File: src/rtl/sig_trace_buffer.sv
// rtl/sig_trace_buffer.sv - armed store-trace FIFO capturing signature or raw stores until halt
// Optional watchdog built when SIG_TRACE_WATCHDOG_EN is defined.
module sig_trace_buffer #(
    parameter int                DATA_W    = 32,
    parameter int                ADDR_W    = 32,
    parameter int                DEPTH     = 64,
    parameter logic [ADDR_W-1:0] SIG_ADDR  = 32'h0000_0F00,
    parameter logic [ADDR_W-1:0] HALT_ADDR = 32'hCAFE_BEEF,
    parameter int                TIMEOUT   = 5000,
    localparam int               PTR_W     = $clog2(DEPTH),
    localparam int               CNT_W     = $clog2(DEPTH) + 1
) (
    input  logic              clk,
    input  logic              rst,
    input  logic              arm,
    input  logic              mode,
    input  logic              st_valid,
    input  logic [ADDR_W-1:0] st_addr,
    input  logic [DATA_W-1:0] st_data,
    input  logic              rd_req,
    output logic [DATA_W-1:0] rd_data,
    output logic              rd_valid,
    output logic [CNT_W-1:0]  count,
    output logic              empty,
    output logic              full,
    output logic              overflow,
    output logic              halted,
    output logic              timeout
);

    typedef enum logic [1:0] {
        IDLE = 2'd0,
        RUN  = 2'd1,
        DONE = 2'd2
    } state_t;

    state_t state_q;
    state_t state_d;

    logic [DATA_W-1:0] mem [DEPTH];
    logic [PTR_W-1:0]  wr_ptr;
    logic [PTR_W-1:0]  rd_ptr;

    logic halt_hit;
    logic wd_expire;
    logic push_req;
    logic pop_ok;
    logic push_ok;
    logic drop;

    assign empty    = (count == '0);
    assign full     = (count == CNT_W'(DEPTH));
    assign halt_hit = (state_q == RUN) && st_valid && (st_addr == HALT_ADDR);
    assign push_req = (state_q == RUN) && st_valid && (st_addr != HALT_ADDR)
                      && (mode || (st_addr == SIG_ADDR));
    assign pop_ok   = rd_req && !empty;
    // A pop frees the slot the same cycle, so a full buffer can still accept a push.
    assign push_ok  = push_req && (!full || pop_ok);
    assign drop     = push_req && full && !pop_ok;

`ifdef SIG_TRACE_WATCHDOG_EN
    localparam int WD_W = $clog2(TIMEOUT + 1);

    logic [WD_W-1:0] wd;

    // Halt takes priority when it lands on the expiry cycle.
    assign wd_expire = (state_q == RUN) && (wd == WD_W'(TIMEOUT - 1)) && !halt_hit;

    always_ff @(posedge clk) begin
        if (rst) begin
            wd      <= '0;
            timeout <= 1'b0;
        end else begin
            if (state_q == IDLE && arm) begin
                wd <= '0;
            end else if (state_q == RUN) begin
                wd <= wd + 1'b1;
            end
            if (wd_expire) begin
                timeout <= 1'b1;
            end
        end
    end
`else
    assign wd_expire = 1'b0;
    assign timeout   = 1'b0;
`endif

    always_ff @(posedge clk) begin
        if (rst) begin
            state_q <= IDLE;
        end else begin
            state_q <= state_d;
        end
    end

    always_comb begin
        state_d = state_q;
        case (state_q)
            IDLE:    if (arm) state_d = RUN;
            RUN:     if (halt_hit || wd_expire) state_d = DONE;
            DONE:    state_d = DONE;
            default: state_d = IDLE;
        endcase
    end

    always_ff @(posedge clk) begin
        if (push_ok) begin
            mem[wr_ptr] <= st_data;
        end
    end

    always_ff @(posedge clk) begin
        if (rst) begin
            wr_ptr   <= '0;
            rd_ptr   <= '0;
            count    <= '0;
            overflow <= 1'b0;
            halted   <= 1'b0;
            rd_valid <= 1'b0;
            rd_data  <= '0;
        end else begin
            rd_valid <= pop_ok;
            if (pop_ok) begin
                rd_data <= mem[rd_ptr];
                rd_ptr  <= rd_ptr + 1'b1;
            end
            if (push_ok) begin
                wr_ptr <= wr_ptr + 1'b1;
            end
            case ({push_ok, pop_ok})
                2'b10:   count <= count + 1'b1;
                2'b01:   count <= count - 1'b1;
                default: count <= count;
            endcase
            if (drop) begin
                overflow <= 1'b1;
            end
            if (halt_hit) begin
                halted <= 1'b1;
            end
        end
    end

endmodule

File: config.mk
export PLATFORM = sky130hd
export DESIGN_NAME = sig_trace_buffer
export DESIGN_NICKNAME = d
export VERILOG_FILES = /design/src/rtl/sig_trace_buffer.sv
export SDC_FILE = /design/constraint.sdc
export NUM_CORES = 2
export LEC_CHECK = 0
export ABC_CLOCK_PERIOD_IN_PS = 11200
export BUFFER_PORTS_ARGS = -buffer_cell sky130_fd_sc_hd__buf_2
export CAP_MARGIN = 15
export CORE_MARGIN = 10
export CORE_UTILIZATION = 50
export CTS_CLUSTER_SIZE = 16
export DETAILED_ROUTE_END_ITERATION = 7
export HOLD_SLACK_MARGIN = 0.1
export PLACE_DENSITY = 0.64
export SETUP_SLACK_MARGIN = 0.02
export SYNTH_ARGS = -nofsm -noshare
export SYNTH_HDL_FRONTEND = slang
export SYNTH_SLANG_ARGS = --single-unit
File: constraint.sdc
create_clock -name clk -period 11.2 [get_ports clk]
set_input_delay 0.56 -clock clk [delete_from_list [all_inputs] [get_ports clk]]
set_output_delay 0.56 -clock clk [all_outputs]
set_load 0.05 [all_outputs]
==> impl_metrics.yaml <==
worst_setup_path:
  crit_start: "rd_ptr[1]$_SDFFE_PP0P_"
  r2r_start: "rd_ptr[1]$_SDFFE_PP0P_"
  crit_path_end_kind: "flop"
  crit_arrival_ns: 5.23
  critPathMaxStageDelay_ns: 0.89
  cp_max_fo: 134
  crit_chain: "buf_12 > buf_4 > mux4_2 > mux4_2 > o21ai_0 > o21ai_0"
  critPathRequiredTime_ns: 11.87
  critPathKind: "reg2reg"
  cp_slowest_cell: "buf_4"
  start_kind: "flop"
worst_hold_path:
  min_from: "st_data[20]"
  hold_path_class: "in2reg"
floorplan:
  design.core.area_sq_um: 161000
  chipHeight_um: 422
  die_width_um: 422
  num_rows: 147
  initial_utilization_pct: 50.3
  die_area_sq_um: 178000
  io_pins: 115
layout:
  area_growth_pct: 12.4
  postLayoutCoreUtil_pct: 56.6
  seqCellArea_sq_um: 62600
  fillCellCount: 11600
  layout-drive-gt1-share_pct: 26.5
  fin_cells: 6258
  postLayoutCellArea_sq_um: 90800
  fin_nets: 4011
  multiInputGateArea_sq_um: 17300
power:
  p_leak_uw: 0.0275
  power_density_nw_per_um2: 197
  ir_drop_uv: 176
flow_run:
  drv_cap: 0
sta:
  skew_ns: 0.0311
  timing.final.crit_share_pct: 40.7
  worst_slew_pin_slew_ns: 1.31
  fmax_mhz: 220
  slew_violations: 0
  rsz0062_at_grt: "no"
  tns_ns: 0
  hold_viol_final: 0
  fin_crit_ns: 4.56
  maxSlewHeadroom_pct: 12.3
  holdWs_ns: 0.118
  setup_viol: 0
drt:
  routedWlPerCell_um: 33.5
  vias: 40100
  drt_iter0_markers: 4816
  drtPass1Iterations: 5
  ant_nets: 0
  avgViaCountPerCell: 6.41
  wirelength_mm: 210
  drc: 0
clock_network:
  numCtsBuffers: 200
  cts-htree-levels: 4
  post_cts_resize_count: 0
  clockBufferDepth: 3
  cts_setup_buffers: 0
  cts_root_buf: "clkbuf_16"
  clk_pin_slew_ns: 0.06
  cts_tree: "yes"
  insertion_delay_ns: 0.84
  clock-sinks: 2104
  hold_buffers: 2
place:
  port_buffers: 113
  gp_congestion: 0.770
  placed_area_sq_um: 84300
  hpwl_mm: 108
  placedCellCount: 5869
grt:
  grt_max_degree: 135
  grt_usage_pct: 23.3
  grt_antenna_before_repair: 10
  grt_pass1_wl_mm: 299
  overflow: 0
  grt_pass1_vias: 39600
logic_synthesis:
  synthFlopType: "edfxtp_1"
  synth.distinct_cells: 72
  synthArstFlopShare_pct: 0
  ys_seq_area_share_pct: 77.5
  synthCells: 3701
  synth-edff-count: 2048
  ys_seq_elements: 2104
  synth_area_sq_um: 80800
  ys_warn_count: 0
  syn_nets: 3781
  avgSynthCellArea_sq_um: 21.8
status:
  status: "complete, no violations"
-- cell usage after synthesis, drive strengths merged (33+ instances only) --
master  number  share of area [%]
buf        148                1.2
o21ai       36               0.22
edfxtp    2048                 76
a211oi      36               0.33
nor4        39               0.32
dfxtp       56                1.4
nor3        33               0.21
nor2        40               0.19
a21oi       61               0.40
mux2i      217                2.7
mux4       437                 12
o22ai       69               0.53
clkbuf      83               0.39
a22oi       81               0.75
-- state kept, by name, summed over array words and instances (netlist names) --
register  cells
rd_data      32
state_q       2
mem        2048
count         7
rd_ptr        6
halted        1
rd_valid      1
wr_ptr        6
overflow      1
-- metal layers --
metal | track usage, % | up-vias | wire length, um
met3 | 4.36 | 343 | 19100
met2 | 36.8 | 1904 | 101000
met1 | 33.5 | 21600 | 84800
met4 | 6.63 | 4 | 5550
met5 | 0 | - | 23
li1 | - | 16200 | -
-- placed cells by master (no fill, tap or decap), types with 13 or more instances in the layout --
master | synthesis | layout
nand3_1 | 21 | 21
buf_2 | 76 | 118
o22ai_1 | 69 | 69
nand2_1 | 29 | 29
buf_12 | 0 | 16
nor4_2 | 0 | 32
a21oi_1 | 59 | 59
edfxtp_1 | 2048 | 2048
mux2_2 | 22 | 22
a211o_1 | 18 | 18
buf_4 | 33 | 112
clkinv_2 | 0 | 46
a32oi_1 | 14 | 14
and3_1 | 15 | 15
a22oi_1 | 81 | 81
o31ai_1 | 13 | 13
nor3_2 | 1 | 26
o21ai_0 | 34 | 34
nor2_1 | 39 | 29
mux4_2 | 437 | 437
clkinv_1 | 0 | 34
a211oi_1 | 36 | 36
a22o_1 | 16 | 16
dfxtp_1 | 56 | 50
clkbuf_1 | 83 | 54
o221ai_1 | 25 | 25
clkbuf_16 | 0 | 204
mux2i_1 | 217 | 217
-- power breakdown --
part / switching [uW] / internal (uW) / total [uW] / leakage, uW
combinational: 1510 / 1170 / 2680 / 0.00560
clock: 2830 / 3590 / 6420 / 0.00304
sequential: 123 / 8700 / 8820 / 0.0189
-- kinds of logic after synthesis --
kind of cell	synth area share, %
xor+xnor	0.119
mux	15.2
simple gates	1.64
flops	77.5
fa+ha+maj	0.164
buf+inv	1.60
compound gates	3.76
other cells	0.00464
-- path summary, 6_finish.rpt --
check                                   to  slack [ns]  depth (start not counted)
setup reg to reg  rd_data[24]$_SDFFE_PP0P_        6.64                          6
hold reg to reg   rd_data[25]$_SDFFE_PP0P_        0.47                          2
setup / recovery  rd_data[24]$_SDFFE_PP0P_        6.64                          6
hold / removal       mem[34][20]$_DFFE_PP_        0.12                          1
-- area by class of cell --
type / instances / area share (%)
antenna: 5 / 0.0138
clock buffer: 265 / 5.95
clock inverter: 99 / 0.827
inverter: 10 / 0.0413
multi-input combinational: 1356 / 19.0
sequential: 2104 / 69.0
tap: 2160 / 2.98
timing repair buffer: 259 / 2.16
-- per-stage QoR --
stage / setup slack, ns / total power, uW
final: 6.64 / 17900
after global routing: 6.39 / 18500
after CTS: 6.58 / 18000
after detailed placement: 6.49 / 11700
after global placement: 5.88 / 11700
after floorplan: 5.65 / 10900
-- critical path: cells and delay by family (launching register included) --
kind	cells	cell delay (ns)
buf+inv	2	1.55
mux	2	0.89
flops	1	0.85
compound gates	2	0.78
(Power assumes the default switching activity.)
